File: config.mk
export PLATFORM = sky130hd
export DESIGN_NAME = qam_carrier_sched
export DESIGN_NICKNAME = d
export VERILOG_FILES = /design/src/rtl/qam_pkg.sv /design/src/rtl/qam_phase_acc.sv /design/src/rtl/qam_carrier_sched.sv
export SDC_FILE = /design/constraint.sdc
export NUM_CORES = 1
export LEC_CHECK = 0
export ABC_AREA = 1
export BUFFER_PORTS_ARGS = -buffer_cell sky130_fd_sc_hd__buf_2
export CAP_MARGIN = 25
export CORE_MARGIN = 2
export CORE_UTILIZATION = 40
export DETAILED_ROUTE_END_ITERATION = 7
export GPL_ROUTABILITY_DRIVEN = 0
export PLACE_DENSITY = 0.69
export SLEW_MARGIN = 10
export SYNTH_ARGS = -nofsm -noshare
export SYNTH_HDL_FRONTEND = slang
export SYNTH_SLANG_ARGS = --single-unit
File: constraint.sdc
create_clock -name clk -period 5.7 [get_ports clk]
set_clock_uncertainty 0.05 [all_clocks]
set_input_delay 1.14 -clock clk [delete_from_list [all_inputs] [get_ports clk]]
set_output_delay 1.14 -clock clk [all_outputs]
set_load 0.005 [all_outputs]
File: src/rtl/qam_pkg.sv
// Shared constants, state encoding and symbol level mapping for the 16-QAM
// carrier scheduler.
package qam_pkg;

  localparam int LUT_DEPTH = 360;
  localparam int QUARTER   = 90;
  localparam int AMP_W     = 8;
  localparam int OUT_W     = 11;
  localparam int ADDR_W    = 9;

  typedef enum logic [1:0] {
    IDLE = 2'd0,
    COS  = 2'd1,
    SIN  = 2'd2,
    OUT  = 2'd3
  } state_t;

  // Gray-coded 2-bit axis value to amplitude level -3/-1/+1/+3.
  function automatic logic signed [2:0] gray_to_level(input logic [1:0] g);
    case (g)
      2'b00:   return 3'sb101;
      2'b01:   return 3'sb111;
      2'b11:   return 3'sb001;
      default: return 3'sb011;
    endcase
  endfunction

endpackage

File: src/rtl/qam_phase_acc.sv
// Carrier phase accumulator in degrees (0..359) plus the quarter-turn shifted
// address used to read cosine out of the sine table.
module qam_phase_acc
  import qam_pkg::*;
#(
  parameter int PHASE_STEP = 12
) (
  input  logic              clk,
  input  logic              rst,
  input  logic              advance,
  output logic [ADDR_W-1:0] phase,
  output logic [ADDR_W-1:0] cos_addr
);

  localparam logic [ADDR_W:0]   STEP_EXT  = (ADDR_W+1)'(PHASE_STEP);
  localparam logic [ADDR_W:0]   DEPTH_EXT = (ADDR_W+1)'(LUT_DEPTH);
  localparam logic [ADDR_W-1:0] COS_WRAP  = ADDR_W'(LUT_DEPTH - QUARTER);

  logic [ADDR_W:0] sum;

  assign sum = {1'b0, phase} + STEP_EXT;

  always_ff @(posedge clk or posedge rst) begin
    if (rst) begin
      phase <= '0;
    end else if (advance) begin
      phase <= (sum >= DEPTH_EXT) ? ADDR_W'(sum - DEPTH_EXT) : sum[ADDR_W-1:0];
    end
  end

  assign cos_addr = (phase >= COS_WRAP) ? (phase - COS_WRAP)
                                        : (phase + ADDR_W'(QUARTER));

endmodule

File: src/rtl/qam_carrier_sched.sv
// 16-QAM carrier scheduler: time-shares one single-port sine LUT between the
// cosine and sine fetches and emits I*cos - Q*sin once every three cycles.
module qam_carrier_sched
  import qam_pkg::*;
#(
  parameter int PHASE_STEP      = 12,
  parameter int SAMPLES_PER_SYM = 30
) (
  input  logic                    clk,
  input  logic                    rst,
  input  logic                    en,
  input  logic [3:0]              sym_in,
  input  logic                    sym_valid,
  output logic                    sym_ready,
  output logic [ADDR_W-1:0]       rom_addr,
  input  logic signed [AMP_W-1:0] rom_data,
  output logic signed [OUT_W-1:0] sample_out,
  output logic                    sample_valid,
  output logic                    sym_start,
  output logic                    underrun
);

  localparam int CNT_W = (SAMPLES_PER_SYM > 1) ? $clog2(SAMPLES_PER_SYM) : 1;
  localparam logic [CNT_W-1:0] LAST_CNT = CNT_W'(SAMPLES_PER_SYM - 1);

  state_t                  state, next_state;
  logic                    hold_full;
  logic [3:0]              hold_sym;
  logic signed [2:0]       cur_i, cur_q;
  logic [CNT_W-1:0]        cnt;
  logic                    cos_fresh;
  logic signed [AMP_W-1:0] cos_s;
  logic [ADDR_W-1:0]       phase, cos_addr;
  logic                    xfer, out_fire, last_smp, take_hold;

  function automatic logic signed [OUT_W-1:0] mix(
    input logic signed [2:0]       li,
    input logic signed [2:0]       lq,
    input logic signed [AMP_W-1:0] c,
    input logic signed [AMP_W-1:0] s
  );
    logic signed [OUT_W-1:0] a, b;
    a = $signed({{(OUT_W-3){li[2]}}, li}) * $signed({{(OUT_W-AMP_W){c[AMP_W-1]}}, c});
    b = $signed({{(OUT_W-3){lq[2]}}, lq}) * $signed({{(OUT_W-AMP_W){s[AMP_W-1]}}, s});
    return a - b;
  endfunction

  assign sym_ready = !hold_full;
  assign xfer      = sym_valid && !hold_full;
  assign out_fire  = en && (state == OUT);
  assign last_smp  = (cnt == LAST_CNT);

  qam_phase_acc #(
    .PHASE_STEP(PHASE_STEP)
  ) u_phase_acc (
    .clk     (clk),
    .rst     (rst),
    .advance (out_fire),
    .phase   (phase),
    .cos_addr(cos_addr)
  );

  always_ff @(posedge clk or posedge rst) begin
    if (rst) state <= IDLE;
    else     state <= next_state;
  end

  always_comb begin
    next_state = state;
    case (state)
      IDLE:    if (en && hold_full) next_state = COS;
      COS:     if (en) next_state = SIN;
      SIN:     if (en) next_state = OUT;
      OUT:     if (en) next_state = (!last_smp || hold_full) ? COS : IDLE;
      default: next_state = IDLE;
    endcase
  end

  // OUT keeps addressing the sine sample so a stalled OUT re-reads it.
  always_comb begin
    rom_addr  = '0;
    take_hold = 1'b0;
    case (state)
      IDLE:    take_hold = en && hold_full;
      COS:     rom_addr = cos_addr;
      SIN:     rom_addr = phase;
      OUT: begin
        rom_addr  = phase;
        take_hold = en && last_smp && hold_full;
      end
      default: rom_addr = '0;
    endcase
  end

  always_ff @(posedge clk or posedge rst) begin
    if (rst) begin
      hold_full    <= 1'b0;
      cnt          <= '0;
      cos_fresh    <= 1'b0;
      sample_out   <= '0;
      sample_valid <= 1'b0;
      sym_start    <= 1'b0;
      underrun     <= 1'b0;
    end else begin
      cos_fresh <= (state == COS);
      if (take_hold)  hold_full <= 1'b0;
      else if (xfer)  hold_full <= 1'b1;
      if (take_hold)                  cnt <= '0;
      else if (out_fire && !last_smp) cnt <= cnt + 1'b1;
      // Output stage: mixed sample registered as it leaves OUT.
      sample_valid <= out_fire;
      sym_start    <= out_fire && (cnt == '0);
      underrun     <= out_fire && last_smp && !hold_full;
      if (out_fire) sample_out <= mix(cur_i, cur_q, cos_s, rom_data);
    end
  end

  // cos_s is taken on the first SIN cycle only, when rom_data still holds
  // the cosine fetch, so an en gap inside SIN cannot overwrite it.
  always_ff @(posedge clk) begin
    if (xfer) hold_sym <= sym_in;
    if (take_hold) begin
      cur_i <= gray_to_level(hold_sym[3:2]);
      cur_q <= gray_to_level(hold_sym[1:0]);
    end
    if ((state == SIN) && cos_fresh) cos_s <= rom_data;
  end

endmodule
Word level (Yosys, flattened, before mapping)

Index checks and enable logic that the tools add are counted.

Bits in registers: 50
Latch bits: 0
ROM bits: 0
Bits in writable memories: 0
Input bits: 16
Memories: 0
Output and inout port bits: 24
Word-level logic and storage cells: 72

Reductions and logical operators: 21
Div/mod/pow operators: 0
Multiply operators: 2
Equal/unequal tests: 12
Shifts and indexed selects: 0
Mux-type cells: 16
Add/sub/neg operators: 6
Order comparisons: 2
Bitwise gates (word level): 0

Operator list:

| operator                                             | number |
|---|---|
| multiplier 3 x 8 -> 11 bit                           | 2 |
| two-way mux 9 bit                                    | 2 |
| case mux 3 bit (3 select lines)                      | 2 |
| case mux 9 bit (2 select lines)                      | 1 |
| subtractor 9 bit, second input constant              | 2 |
| subtractor 11 bit                                    | 1 |
| adder 9 x 4 -> 10 bit, second input constant         | 1 |
| >= comparator 10 x 9 -> 1 bit, second input constant | 1 |
| logical AND 1 bit                                    | 10 |
| two-way mux 5 bit                                    | 2 |
| adder 9 x 7 -> 9 bit, second input constant          | 1 |
| >= comparator 9 bit, second input constant           | 1 |
| == test 2 bit, second input constant                 | 4 |
| two-way mux 2 bit                                    | 4 |
| != test 2 bit, second input constant                 | 4 |
| case mux 2 bit (4 select lines)                      | 1 |
| == test 2 x 1 -> 1 bit, second input constant        | 3 |
| logical NOT 2 bit                                    | 3 |
| adder 5 x 1 -> 5 bit, second input constant          | 1 |
| == test 5 bit, second input constant                 | 1 |
| logical NOT 5 bit                                    | 1 |
| AND reduction 4 bit                                  | 1 |
| nonzero test 2 bit                                   | 2 |
| two-way mux 1 bit                                    | 3 |
| 4 further kinds                                      | 5 |

Logic depth before layout (Yosys ltp)

Gate-level depths: netlist of the first run.

Depth after elaboration: 6
Depth in mapped cells: 21

Modules after synthesis

Synthesis of the first run repeated with hierarchy kept, for this count alone.

Cell total of the unflattened synthesis: 557
Area total of the unflattened synthesis: 4,540.6 µm²

By module, submodules not included:

| module            | area each (µm²) | times used | cells each | seq. area each (µm²) |
|---|---|---|---|---|
| qam_carrier_sched | 3,643.5         | 1          | 428        | 1,056.0 |
| qam_phase_acc     | 897.1           | 1          | 129        | 175.2 |

Least setup slack after synthesis of the first run

Ideal clock, no wire load.

Kind: input port to flip-flop
From: input port rom_data[7]
To: register sample_out[10]
Arrival: 4.219 ns
Data required time: 5.533 ns
Stages on the path: 16
Library setup time: 0.117 ns
Path buffers: 0
Path slack: 1.313 ns
Cell sequence: inv_1 -> fa_1 -> fa_1 -> fa_1 -> inv_1 -> fa_1 -> inv_1 -> ha_1 -> inv_1 -> o21bai_1 -> a21boi_0 -> nand3_1 -> inv_1 -> nand2_1 -> nand3_1 -> nand2_1

Cells in the longest elaborated chain, start to end: 2

Ends and longest elaborated chain:

| what                       | line                     | text |
|---|---|---|
| start, declared            | qam_carrier_sched.sv:16  | `input logic signed [AMP_W-1:0] rom_data,` |
| multiplier 3 x 8 -> 11 bit | qam_carrier_sched.sv:44  | `b = $signed({{(OUT_W-3){lq[2]}}, lq}) * $signed({{(OUT_W-AMP_W){s[AMP_W-1]}}, s});` |
| subtractor 11 bit          | qam_carrier_sched.sv:45  | `return a - b;` |
| end signal, assigned       | qam_carrier_sched.sv:114 | `if (out_fire) sample_out <= mix(cur_i, cur_q, cos_s, rom_data);` |
| end, declared              | qam_carrier_sched.sv:17  | `output logic signed [OUT_W-1:0] sample_out,` |

Every way passes these cells.
A chain may end at the register's enable or synchronous reset.

Worst setup path in the final report of the first run

Ends and elaborated chain as after synthesis.

==> results.toml, run 1 <==
[worst_setup_path]
rr_endpoint = "sample_out[10]$_DFFE_PP0P_"
cp-start-kind = "input port"
max_stage_delay_ns = 0.55
cp_max_fo = 5
crit_arrival_ns = 4.57
reg2regPathDepth = 18
cp_cell_sequence = "buf_2 > inv_1 > fa_1 > fa_1 > fa_1 > inv_1 > fa_1 > inv_1 > ha_1 > nand2_1 > nor2_1 > nand3_1 > nand3_1 > nand3_1 > nand3_1 > nand2_1"
critPathKind = "input port to flip-flop"
cp_top_family = "adder cells"
worstPathRequired_ns = 5.83
slowest_stage = "fa_1"
r2r_setup_slack_ns = 1.46
cp-end-kind = "flip-flop"
rr_startpoint = "cur_i[2]$_DFFE_PP_"
cp_num_buf_inv = 4

[global_routing]
antenna_found_initial = 0
grt_pass1_wl_um = 15600
grt_pass1_vias = 3567
grt_overflow = 0
grt_usage = 0.159
grt_start_max_net_pins = 31

[clock_network]
clk_latency_ns = 0.29
cts_tree = "built"
post_cts.repair.setup_buffers = 0
clk_path_buf_depth = 2
root_buffer = "clkbuf_16"
clk_pin_slew_ns = 0.06
cts_htree_levels = 2
cts_num_sinks = 46
ctsResizeCount = 0
cts_made_buffers = 5
cts_hold_buf = 0

[yosys]
synth_fp_nets = 658
syn-cell-area_sq_um = 4510
syn_area_per_cell_sq_um = 8.07
synthDistinctLibCells = 39
postSynthCellCount = 558
seq_area_frac_synth = 0.273
yosysWarnings = 0
synth-edff-count = 16
synthArstFlopShare = 0.652
synth_flop_cell = "dfrtp_1"
ys_ff_latch = 46

[layout]
num_antenna_cells = 0
stdcell_area_sq_um = 4960
area_growth_pct = 10.1
drive_above_1_share = 0.128
postLayoutCoreUtil = 0.453
fillers = 1086
fin_nets = 694

[hold_path]
holdPathEnd = "sym_start$_DFF_PP0_"
holdPathStages = 1
hold_class = "flip-flop to flip-flop"
hold_path.startpoint = "cnt[4]$_DFFE_PP0P_"

[drt]
first_pass_iters = 5
via_per_inst = 4.83
drcViolationCount = 0
ant_nets = 0
avgRoutedWirePerCell_um = 11.9
routed-via-count = 3552
dr.first_iter.drc_count = 215
totalWireLength_um = 8740

[timing]
fin_crit_sh = 0.779
period_needed_ns = 4.44
tns_ns = 0
rsz0062_at_grt = "false"
maxSlewViolCount = 0
slew_headroom = 0.652
finalHoldViolations = 0
worstMarginPinSlew_ns = 0.522
max_freq_ghz = 0.225
final-setup-viol-count = 0

[job]
maxCapViolCount = 0

[placement]
dp_hpwl_um = 7260
place_area_sq_um = 4820
numPortBuffers = 38

[power]
cellLeakagePower_uw = 0.00270
power-per-cell-area_nw_per_um2 = 608
ir_drop_mv = 0.256

[run_status]
status = "completed"

[die]
initial_core_util = 0.412
num_rows = 38
core_area_sq_um = 10900
fp.dieH_um = 110
io_pins = 40
die_area_sq_um = 12100
die_w_um = 110
[final cells by class]
type / count / area (sq um) / share of cell area
clock buffer: 6 / 129 / 0.0260
clock inverter: 2 / 13.8 / 0.00278
inverter: 119 / 447 / 0.0901
multi-input combinational: 383 / 2770 / 0.558
sequential: 46 / 1230 / 0.248
tap: 140 / 175 / 0.0353
timing repair buffer: 39 / 198 / 0.0399
[cells by family (layout without fill, tap and decap cells)]
| logic type | after synthesis | after routing | share of synthesized area |
|---|---|---|---|
| simple gates | 235 | 235 | 0.237 |
| buf+inv | 129 | 166 | 0.113 |
| fa+ha+maj | 84 | 84 | 0.288 |
| compound gates | 50 | 50 | 0.0633 |
| flops | 46 | 46 | 0.273 |
| xor+xnor | 12 | 12 | 0.0233 |
| other cells | 2 | 2 | 0.00167 |
[sequential cells by signal, indices dropped and copies added, names as in the netlist, 2 cells and up]
register and flops:
cnt 5, sample_out 11, cos_s 8, hold_sym 4, state 2, u_phase_acc.phase 7
cur_q 2, cur_i 2
[Yosys cell counts, types with 2 or more instances]
cell type | number | share of area
nor2_1 | 36 | 0.030
edfxtp_1 | 16 | 0.11
nor3_1 | 2 | 0.0022
conb_1 | 2 | 0.0017
xor2_1 | 9 | 0.017
nand3b_1 | 2 | 0.0033
ha_1 | 51 | 0.14
xnor2_1 | 3 | 0.0058
a21oi_1 | 19 | 0.021
a31oi_1 | 4 | 0.0056
o21ai_1 | 3 | 0.0033
buf_4 | 2 | 0.0033
or2_2 | 7 | 0.0097
fa_1 | 33 | 0.15
nand3_4 | 2 | 0.0078
clkbuf_1 | 3 | 0.0025
o21ai_0 | 16 | 0.018
inv_1 | 114 | 0.095
buf_6 | 2 | 0.0050
nand2_2 | 9 | 0.012
buf_2 | 2 | 0.0022
nand3_1 | 33 | 0.037
nand2_1 | 131 | 0.11
o211ai_1 | 4 | 0.0067
dfrtp_1 | 30 | 0.17
inv_2 | 5 | 0.0042
nand4_1 | 6 | 0.0083
[through the flow]
stage / hold WS [ns] / power (uW) / instances / setup slack, ns
5_1_grt: 0.418 / 3430 / 735 / 1.11
3_5_place_dp: 0.394 / 2720 / 727 / 0.949
4_1_cts: 0.402 / 3030 / 735 / 1.27
6_report: 0.406 / 3010 / 735 / 1.26
2_1_floorplan: 0.359 / 2250 / 558 / 1.31
3_3_place_gp: 0.381 / 2630 / 727 / 1.05
[power breakdown]
part           internal, uW  switching (uW)  leakage [uW]
sequential              459             125      0.000521
clock                   163             124     0.0000708
combinational           831            1310       0.00210
[metal layers]
layer,wire length (um),vias to the layer above,global-route usage
met5,0,-,0
met4,65,0,0.0277
met3,384,14,0.0218
met2,4240,79,0.286
met1,4050,1664,0.206
li1,-,1795,-
[layout by cell type (no fill, tap or decap), types with 2 or more instances in the layout]
master     count
a31oi_1        4
nand3_1       33
o21ai_0       16
fa_1          33
nand3_4        2
conb_1         2
nand3b_1       2
xnor2_1        3
a21oi_1       19
dfrtp_1       30
ha_1          51
buf_2         38
nand4_1        6
inv_2          5
o21ai_1        3
xor2_1         9
nor3_1         2
edfxtp_1      16
inv_1        114
nand2_2        9
nand2_1      131
clkbuf_16      5
or2_2          7
o211ai_1       4
nor2_1        36
[worst max-delay path by stage]
stage                      from                          to  slack, ns  cells after the start
finish              rom_data[7]  sample_out[10]$_DFFE_PP0P_       1.26                     16
global route        rom_data[7]  sample_out[10]$_DFFE_PP0P_       1.11                     17
CTS                 rom_data[7]  sample_out[10]$_DFFE_PP0P_       1.27                     17
detailed placement  rom_data[7]  sample_out[10]$_DFFE_PP0P_       0.95                     17
global placement    rom_data[7]  sample_out[10]$_DFFE_PP0P_       1.05                     16
floorplan           rom_data[7]  sample_out[10]$_DFFE_PP0P_       1.31                     16
Note: power is estimated with default switching activity, not from simulation.
==> run 2, diff against run 1 <==
==> constraint.sdc (replaced) <==
create_clock -name clk -period 4.16 [get_ports clk]
set_clock_uncertainty 0.05 [all_clocks]
set_input_delay 0.832 -clock clk [delete_from_list [all_inputs] [get_ports clk]]
set_output_delay 0.832 -clock clk [all_outputs]
set_load 0.005 [all_outputs]
==> results.toml, run 2 (same netlist as run 1, synthesis figures left out) <==
[run_status]
status = "completed"

[layout]
largest_registers = "sample_out (11), cos_s (8), u_phase_acc.phase (7)"
num_antenna_cells = 0
fillers = 1042
largest_reg_flops = 11
area_growth_pct = 15.8
multiInputGateArea_sq_um = 2850
mostFrequentLayoutCell = "nand2_1"
fin_nets = 715
postLayoutCoreUtil = 0.477
top_register = "sample_out"
regArea_sq_um = 1230
drive_above_1_share = 0.187
final_cell_mix = "126 x nand2_1, 113 x inv_1, 48 x ha_1"

[timing]
worstMarginPinSlew_ns = 0.525
setup_slack_ns = 0.108
fin_crit_sh = 0.974
max_freq_ghz = 0.247
slew_headroom = 0.650
final-setup-viol-count = 0
period_needed_ns = 4.05
finalHoldViolations = 0
maxSlewViolCount = 0

[global_routing]
grt_pass1_wl_um = 14800
grt_pass1_vias = 3374
antenna_found_initial = 0
grt_overflow = 0
grt_start_max_net_pins = 31
grt_usage = 0.152

[job]
maxCapViolCount = 0

[worst_setup_path]
reg2regPathDepth = 13
cp-start-kind = "flip-flop"
rr_endpoint = "sample_out[6]$_DFFE_PP0P_"
critPathKind = "flip-flop to flip-flop"
rr_startpoint = "cur_i[2]$_DFFE_PP_"
cp_max_fo = 5
worstPathRequired_ns = 4.32
cp-startpoint = "cur_i[2]$_DFFE_PP_"
endpoint = "sample_out[6]$_DFFE_PP0P_"
r2r_setup_slack_ns = 0.11
crit_arrival_ns = 4.21
cp-end-kind = "flip-flop"

[drt]
drcViolationCount = 0
ant_nets = 0
first_pass_iters = 4
dr.first_iter.drc_count = 263
routed-via-count = 3619
dr_wl_met3_um = 330
via_per_inst = 4.79
avgRoutedWirePerCell_um = 11.5
met1_length_um = 4070
totalWireLength_um = 8690
top_layer = "met4"
met2_wirelength_um = 4220

[clock_network]
post_cts.repair.setup_buffers = 0
clk_path_buf_depth = 2
clk_latency_ns = 0.28
cts_made_buffers = 5
clk_pin_slew_ns = 0.07
root_buffer = "clkbuf_16"
cts_num_sinks = 46
cts_tree = "built"
cts_htree_levels = 2

[placement]
place_ws_ns = -0.208
dp_hpwl_um = 7150
numPortBuffers = 38

[die]
fp.dieH_um = 110
die_w_um = 110
num_rows = 38
core_area_sq_um = 10900
die_area_sq_um = 12100
io_pins = 40
initial_core_util = 0.412

[hold_path]
hold_class = "flip-flop to flip-flop"
## run 2: changes by cell type in the layout (fill, tap and decap cells not counted), sizes merged
| cell | delta |
|---|---|
| clkinv | -1 |
| buf | +21 |
| inv | +1 |
## run 2: critical path, stage by stage, from the launching register on
cell and delay (ns):
edfxtp_1 0.38, inv_2 0.08, or2_2 0.29, fa_1 0.51
inv_1 0.05, fa_1 0.46, fa_1 0.51, fa_1 0.51
ha_1 0.39, nand2_1 0.12, nand3_1 0.14, a21oi_1 0.10
or2_2 0.27, a31oi_1 0.12
## run 2: what timing repair did
action / 4_1_cts / 5_1_grt
setup endpoints to repair: 0 / 6
hold buffers: 0 / 0
resized for setup: 0 / 21
## run 2: stage by stage
| step | std cells | setup TNS, ns | area [sq um] | hold WS, ns |
|---|---|---|---|---|
| after floorplan | 558 | 0 | 4510 | 0.359 |
| after global placement | 748 | -0.537 | 4970 | 0.375 |
| after detailed placement | 748 | -0.938 | 4970 | 0.382 |
| after CTS | 756 | 0 | 5140 | 0.392 |
| after global routing | 756 | -0.103 | 5220 | 0.410 |
| final | 756 | 0 | 5220 | 0.391 |
## run 2: final cells by class
| type | count | area share |
|---|---|---|
| inverter | 119 | 0.0856 |
| tap | 140 | 0.0336 |
| clock inverter | 2 | 0.00264 |
| clock buffer | 6 | 0.0288 |
| multi-input combinational | 383 | 0.545 |
| timing repair buffer | 60 | 0.0681 |
| sequential | 46 | 0.236 |
## run 2: how the worst min path moves through the flow
stage                                      to  cells after the start                from
after floorplan           sym_start$_DFF_PP0_                      1  cnt[4]$_DFFE_PP0P_
after global placement    sym_start$_DFF_PP0_                      1  cnt[4]$_DFFE_PP0P_
after detailed placement  sym_start$_DFF_PP0_                      1  cnt[4]$_DFFE_PP0P_
after CTS                 sym_start$_DFF_PP0_                      1  cnt[4]$_DFFE_PP0P_
after global routing      sym_start$_DFF_PP0_                      1  cnt[4]$_DFFE_PP0P_
final                     sym_start$_DFF_PP0_                      1  cnt[4]$_DFFE_PP0P_
## run 2: layer usage
layer	up-vias	track usage
met5	-	0
met4	0	0.0339
met3	6	0.0206
met2	73	0.266
met1	1700	0.200
li1	1840	-
Power of run 2 is not shown: default switching activity piles up to over one toggle a cycle in this logic, so the estimate is an artifact.
